### src/rtl/lut_layer_sequencer.sv
// Time-multiplexed evaluator for one layer of FAN_IN-input, 1-bit-output
// truth-table neurons. One neuron is evaluated per cycle from a latched input
// vector, and the packed result is presented once all neurons are done.
//
// Ports:
//   clk, rst               clock (rising edge); synchronous active-low reset
//   cfg_we/addr/tt/sel     per-neuron truth table and input-select map write
//   in_valid/in_ready/M0   input activation handshake
//   out_valid/out_ready/M1 output vector handshake
//   busy                   high while a vector is being evaluated or held
module lut_layer_sequencer #(
  parameter int unsigned IN_WIDTH    = 16,
  parameter int unsigned NUM_NEURONS = 8,
  parameter int unsigned FAN_IN      = 6,
  parameter int unsigned SEL_W       = (IN_WIDTH > 1) ? $clog2(IN_WIDTH) : 1,
  parameter int unsigned IDX_W       = (NUM_NEURONS > 1) ? $clog2(NUM_NEURONS) : 1
) (
  input  logic                      clk,
  input  logic                      rst,
  input  logic                      cfg_we,
  input  logic [IDX_W-1:0]          cfg_addr,
  input  logic [(1<<FAN_IN)-1:0]    cfg_tt,
  input  logic [FAN_IN*SEL_W-1:0]   cfg_sel,
  input  logic                      in_valid,
  output logic                      in_ready,
  input  logic [IN_WIDTH-1:0]       M0,
  output logic                      out_valid,
  input  logic                      out_ready,
  output logic [NUM_NEURONS-1:0]    M1,
  output logic                      busy
);

  localparam int unsigned TtW  = 1 << FAN_IN;
  // Internal neuron counter is sized to the layer, independent of the config port width.
  localparam int unsigned CntW = (NUM_NEURONS > 1) ? $clog2(NUM_NEURONS) : 1;

  typedef enum logic [1:0] {StIdle, StRun, StDone} state_e;

  state_e                    state_q;
  logic [CntW-1:0]           idx_q;
  logic [IN_WIDTH-1:0]       in_reg_q;
  logic [NUM_NEURONS-1:0]    work_q;
  logic [NUM_NEURONS-1:0]    work_d;
  logic [NUM_NEURONS-1:0]    m1_q;
  logic                      out_valid_q;

  logic [TtW-1:0]            tt_q  [NUM_NEURONS];
  logic [FAN_IN*SEL_W-1:0]   sel_q [NUM_NEURONS];

  logic [TtW-1:0]            tt_row;
  logic [FAN_IN*SEL_W-1:0]   sel_row;
  logic [SEL_W-1:0]          sel_k;
  logic [FAN_IN-1:0]         lut_addr;
  logic                      lut_bit;
  logic                      cfg_ok;
  logic                      last_idx;

  // in_ready is gated by rst directly so it is low for the whole reset window.
  assign in_ready  = rst && (state_q == StIdle);
  assign out_valid = out_valid_q;
  assign M1        = m1_q;
  assign busy      = (state_q != StIdle);

  assign cfg_ok   = cfg_we && (state_q == StIdle) && (32'(cfg_addr) < NUM_NEURONS);
  assign last_idx = (idx_q == CntW'(NUM_NEURONS - 1));

  // LUT address gather for the current neuron; out-of-range selects read 0.
  always_comb begin
    tt_row   = tt_q[idx_q];
    sel_row  = sel_q[idx_q];
    sel_k    = '0;
    lut_addr = '0;
    for (int k = 0; k < FAN_IN; k++) begin
      sel_k = sel_row[k*SEL_W +: SEL_W];
      if (32'(sel_k) < IN_WIDTH) begin
        lut_addr[k] = in_reg_q[sel_k];
      end
    end
    lut_bit        = tt_row[lut_addr];
    work_d         = work_q;
    work_d[idx_q]  = lut_bit;
  end

  // Configuration storage; tt and sel of one neuron always update together.
  always_ff @(posedge clk) begin
    if (!rst) begin
      for (int unsigned n = 0; n < NUM_NEURONS; n++) begin
        tt_q[n]  <= '0;
        sel_q[n] <= '0;
      end
    end else begin
      for (int unsigned n = 0; n < NUM_NEURONS; n++) begin
        if (cfg_ok && (32'(cfg_addr) == n)) begin
          tt_q[n]  <= cfg_tt;
          sel_q[n] <= cfg_sel;
        end
      end
    end
  end

  // Sequencer FSM with registered outputs.
  always_ff @(posedge clk) begin
    if (!rst) begin
      state_q     <= StIdle;
      idx_q       <= '0;
      in_reg_q    <= '0;
      work_q      <= '0;
      m1_q        <= '0;
      out_valid_q <= 1'b0;
    end else begin
      unique case (state_q)
        StIdle: begin
          if (in_valid) begin
            in_reg_q <= M0;
            idx_q    <= '0;
            state_q  <= StRun;
          end
        end
        StRun: begin
          work_q <= work_d;
          if (last_idx) begin
            // Load includes the bit computed this cycle; M1 never shows partial results.
            m1_q        <= work_d;
            out_valid_q <= 1'b1;
            state_q     <= StDone;
          end else begin
            idx_q <= idx_q + 1'b1;
          end
        end
        StDone: begin
          if (out_ready) begin
            out_valid_q <= 1'b0;
            state_q     <= StIdle;
          end
        end
        default: state_q <= StIdle;
      endcase
    end
  end

endmodule
### config.mk
export PLATFORM = sky130hd
export DESIGN_NAME = lut_layer_sequencer
export DESIGN_NICKNAME = d
export VERILOG_FILES = /design/src/rtl/lut_layer_sequencer.sv
export SDC_FILE = /design/constraint.sdc
export NUM_CORES = 1
export LEC_CHECK = 0
export ABC_AREA = 0
export BUFFER_PORTS_ARGS = -buffer_cell sky130_fd_sc_hd__buf_4
export CAP_MARGIN = 10
export CORE_MARGIN = 3
export CORE_UTILIZATION = 65
export CTS_CLUSTER_DIAMETER = 50
export CTS_CLUSTER_SIZE = 40
export DETAILED_ROUTE_END_ITERATION = 16
export PLACE_DENSITY = 0.83
export SLEW_MARGIN = 25
export SYNTH_ARGS = -nofsm -noshare
export SYNTH_HDL_FRONTEND = slang
export SYNTH_SLANG_ARGS = --single-unit
export TNS_END_PERCENT = 30
### constraint.sdc
create_clock -name clk -period 16.47 [get_ports clk]
set_input_delay 4.941 -clock clk [delete_from_list [all_inputs] [get_ports clk]]
set_output_delay 4.941 -clock clk [all_outputs]
set_load 0.01 [all_outputs]
== Word level (Yosys, flattened, before mapping) ==
Memory sizes are Yosys's and may differ from the RTL's. A register that Yosys moved wholly into a read port is not among the register bits.
Index checks and enable logic that the tools add are counted.
Storage, ports and cells
  register bits: 38
  bits in writable memories: 704
  input port bits: 112
  output and inout port bits: 11
  logic and storage cells: 141
  memories kept: 2
Memory list
  tt_q: depth 8, bits a word 64, read ports 1, clocked after Yosys merged registers in 1, wr ports 8, RTL line 47  | logic [TtW-1:0] tt_q [NUM_NEURONS];
  sel_q: depth 8, bits a word 24, read ports 1, clocked after Yosys merged registers in 1, wr ports 8, RTL line 48  | logic [FAN_IN*SEL_W-1:0] sel_q [NUM_NEURONS];
Operators by class
  add/subtract/negate cells: 1
  magnitude comparators: 9
  equal/unequal tests: 14
  mux-type cells: 72
  bitwise operators: 16
  reductions and logical operators: 21
Operator list (number)
  $mux 64: 8
  $mux 24: 8
  $mux 1: 35
  $lt 4x5->1 const B: 6
  $bmux 1 s4: 6
  $mux 3: 6
  $or 1x1->1: 16
  $eq 3x3->1 const B: 5
  $logic_and 1x1->1: 11
  $reduce_and 3->1: 3
  $bwmux 8: 1
  $ne 2x2->1 const B: 4
  $lt 6x7->1 const B: 1
  $bmux 1 s6: 1
  $eq 3x2->1 const B: 2
  $mux 2: 3
  $pmux 2 s3: 1
  $pmux 3 s2: 1
  $reduce_bool 2->1: 3
  $lt 3x4->1 const B: 1
  $reduce_and 2->1: 2
  $add 3x1->3 const B: 1
  $demux 1 s3: 1
  $eq 3x1->1 const B: 1
  other kinds (6): 6

== Longest topological paths before layout ==
  word-level depth: 7
  mapped depth: 18
  mapped depth without buffers: 11

== Worst setup path before layout ==
No wires, ideal clock.
  path kind: input -> register
  from: input port cfg_addr[0]
  to: memory sel_q[6][0] (netlist name) (enable)
  library setup time: 0.656 ns
  arrival: 11.249 ns
  required time: 15.814 ns
  path slack: 4.565 ns
  cell stages on the path: 2
  buffers on the path: 0
  cells stage by stage: nand2b_1 o21ai_0
RTL lines
  from (decl): RTL line 21  | input logic [IDX_W-1:0] cfg_addr,
  to (decl): RTL line 48

== Worst setup path in the final report ==
  from: input port rst
  to: output port in_ready
Between the ends
  cells in the longest elaborated chain, start to end: 1
RTL lines
  from (decl): RTL line 19  | input logic rst,
  $logic_and 1x1->1: RTL line 59  | assign in_ready = rst && (state_q == StIdle);
  to (decl): RTL line 25  | output logic in_ready,
Every way passes these cells.

==> flow_metrics.py <==
metrics = {
    "floorplan": {
        "start_util_pct": 66.3,
        "die_h_um": 233,
        "core_mm2": 0.0506,
        "num_io_pins": 123,
        "die_x_um": 233,
        "num_rows": 82,
        "die_area_mm2": 0.0544,
    },
    "timing": {
        "drv_slew": 0,
        "final-setup-viol-count": 0,
        "slew-limit-headroom_pct": 27.9,
        "max_clock_freq_mhz": 91.1,
        "finalCritPeriodShare_pct": 66.6,
        "max_slew.worst_pin.slew_ns": 1.05,
        "rsz0062_at_grt": "no",
        "skew_ns": 0.0267,
        "finalSetupTns_ns": 0,
        "finalHoldViolCount": 0,
        "fin_crit_ns": 10.97,
    },
    "yosys": {
        "async_flop_share_pct": 0,
        "synth_common_cells": "edfxtp_1 (704), nor2_1 (565), nand2_1 (224)",
        "ys_seq_elements": 745,
        "yosysTopAreaCell": "edfxtp_1",
        "synth_cells": 2349,
        "synth_compound_area_share_pct": 3.48,
        "synth-xor-area-share_pct": 0,
        "synth.most_common_cell": "edfxtp_1",
        "synth_flop_cell": "edfxtp_1",
        "yosys.cell_types.count": 86,
        "synth_top_family_by_area": "multiplexers",
        "muxShareOfSynthArea_pct": 15.5,
        "synth-adder-area-share_pct": 0.0746,
        "synth_nets": 2463,
        "ys_top_cells_by_area": "edfxtp_1 (63%), mux4_2 (11%), nor2_1 (6.3%)",
        "synth_simple_gate_area_share_pct": 11.4,
        "ys_seq_area_share_pct": 65.5,
        "post_synth.cell_area_avg_um2": 14.3,
        "synth_edf_count": 704,
        "netlist_area_mm2": 0.0335,
        "synth_warnings": 0,
        "synth_top_area_share_pct": 63.0,
    },
    "clock_tree": {
        "holdBufCountCts": 0,
        "cts_buffer_depth": 3,
        "cts_num_sinks": 745,
        "post_cts_buffers": 0,
        "root_buffer": "clkbuf_16",
        "cts-htree-levels": 2,
        "cts_made_buffers": 60,
        "clkTransAtPathRegs_ns": 0.07,
        "clk_latency_ns": 0.65,
        "cts_tree": "yes",
        "cts_resized": 0,
    },
    "route": {
        "ant_nets": 0,
        "drc": 0,
        "wl_per_cell_um": 26.8,
        "dr.pass1.iters": 6,
        "route.vias.total": 21129,
        "via_per_inst": 6.74,
        "drt_wl_total_um": 84000,
        "first_iter_violations": 2698,
    },
    "flow_run": {
        "cap_violations": 0,
    },
    "setup_path": {
        "endpoint_kind": "output pin",
        "path_max_fanout": 36,
        "criticalPathCategory": "in -> out",
        "worstPathRequired_ns": 11.53,
        "crit_arrival_ns": 6.03,
        "startpoint_type": "input pin",
    },
    "placed_design": {
        "place_congestion": 0.832,
        "portBuffers": 122,
        "place_area_mm2": 0.0347,
        "hpwl_um": 45700,
    },
    "power": {
        "p_per_area_mw_per_mm2": 113,
        "p_leak_nw": 13.8,
        "ir_worst_vdd_uv": 99.6,
    },
    "status": {
        "status": "finished, final reports clean",
    },
    "cells_and_area": {
        "fill_cells": 2992,
        "fin_area_mm2": 0.0369,
        "diodes": 0,
        "multi_input_area_mm2": 0.0103,
        "nets": 2526,
        "register_area_mm2": 0.0220,
        "area_growth_syn_to_layout_pct": 9.86,
        "drive_gt1_share_pct": 20.5,
    },
    "global_route": {
        "grt_use_total_pct": 31.3,
        "overflow": 0,
        "grt_pass1_vias": 21760,
        "antenna_found_initial": 0,
        "grt_max_degree": 77,
        "grt_pass1_wl_um": 127000,
    },
    "worst_hold_path": {
        "hp-class": "reg -> reg",
    },
}
==> final cells by class <==
type / count / area share (%)
multi-input combinational: 1358 / 28.0
clock buffer: 62 / 4.21
clock inverter: 49 / 1.60
tap: 672 / 2.28
inverter: 94 / 0.964
sequential: 745 / 59.6
timing repair buffer: 153 / 3.32
==> report_power, final <==
group | total, W | switching [W] | internal (W)
clock network | 0.00153 | 0.000768 | 0.000765
logic | 0.000433 | 0.000278 | 0.000155
registers | 0.00221 | 0.0000388 | 0.00217
total | 0.00417 | 0.00108 | 0.00309
==> sequential cells by signal (all words and copies together) (netlist names), named ones only <==
register,cells
in_reg_q,16
tt_q,512
idx_q,3
M1,8
state_q,2
out_valid,1
work_q,8
sel_q,192
==> per-stage QoR <==
stage | util, % | hold slack, ns | std cells | setup WS [ns] | total power, W
6_report | 72.9 | 0.478 | 3133 | 5.50 | 0.00417
5_1_grt | 72.9 | 0.510 | 3133 | 5.45 | 0.00427
4_1_cts | 72.8 | 0.480 | 3133 | 5.50 | 0.00417
3_5_place_dp | 68.6 | 0.470 | 3022 | 5.50 | 0.00267
3_3_place_gp | 68.4 | 0.459 | 3019 | 5.49 | 0.00264
2_1_floorplan | - | 0.444 | 2349 | 4.56 | 0.00254
==> critical path, cell delays in order <==
cell and delay [ns]:
buf_4 0.42, inv_1 0.09, buf_4 0.27, nor2_1 0.15, buf_4 0.13
==> cell usage in the layout (no fill, tap or decap), drive strengths merged, types with 4 or more instances in the layout <==
cell,Yosys,layout
a2111o,4,4
a21bo,8,8
a21oi,29,29
a22oi,25,25
a31oi,7,7
a41oi,4,4
and2,11,11
and4,4,4
buf,68,153
clkbuf,84,62
clkinv,0,23
dfxtp,41,41
edfxtp,704,704
inv,94,115
mux2,11,11
mux2i,115,115
mux4,171,171
nand2,226,226
nand2b,9,9
nand3,39,39
nand3b,7,7
nand4,11,11
nor2,567,567
nor2b,8,8
nor3,6,6
o2111ai,7,7
o211ai,6,6
o21ai,15,15
o22ai,9,9
or3,18,18
==> kinds of logic (layout without fill, tap and decap cells) <==
kind of cell,after synthesis,after routing
buf+inv,246,358
fa+ha+maj,2,2
compound gates,141,141
flops,745,745
mux,297,297
simple gates,918,918
==> routing by layer <==
metal | routed length, um | global-route usage, % | up-vias
li1 | - | - | 8765
met1 | 29900 | 42.5 | 10557
met2 | 41100 | 50.5 | 1558
met3 | 9700 | 5.49 | 249
met4 | 3240 | 14.0 | 0
met5 | 0 | 0 | -
==> worst paths after layout <==
kind | start | to | slack (ns) | depth (start not counted)
hold / removal | work_q[4]$_SDFFE_PN0P_ | work_q[4]$_SDFFE_PN0P_ | 0.48 | 2
setup / recovery | rst | in_ready | 5.50 | 5
hold reg to reg | work_q[4]$_SDFFE_PN0P_ | work_q[4]$_SDFFE_PN0P_ | 0.48 | 2
setup reg to reg | flop | M1[7]$_SDFFE_PN0P_ | 10.07 | 11
No activity file was read; power rests on OpenSTA's default activity.
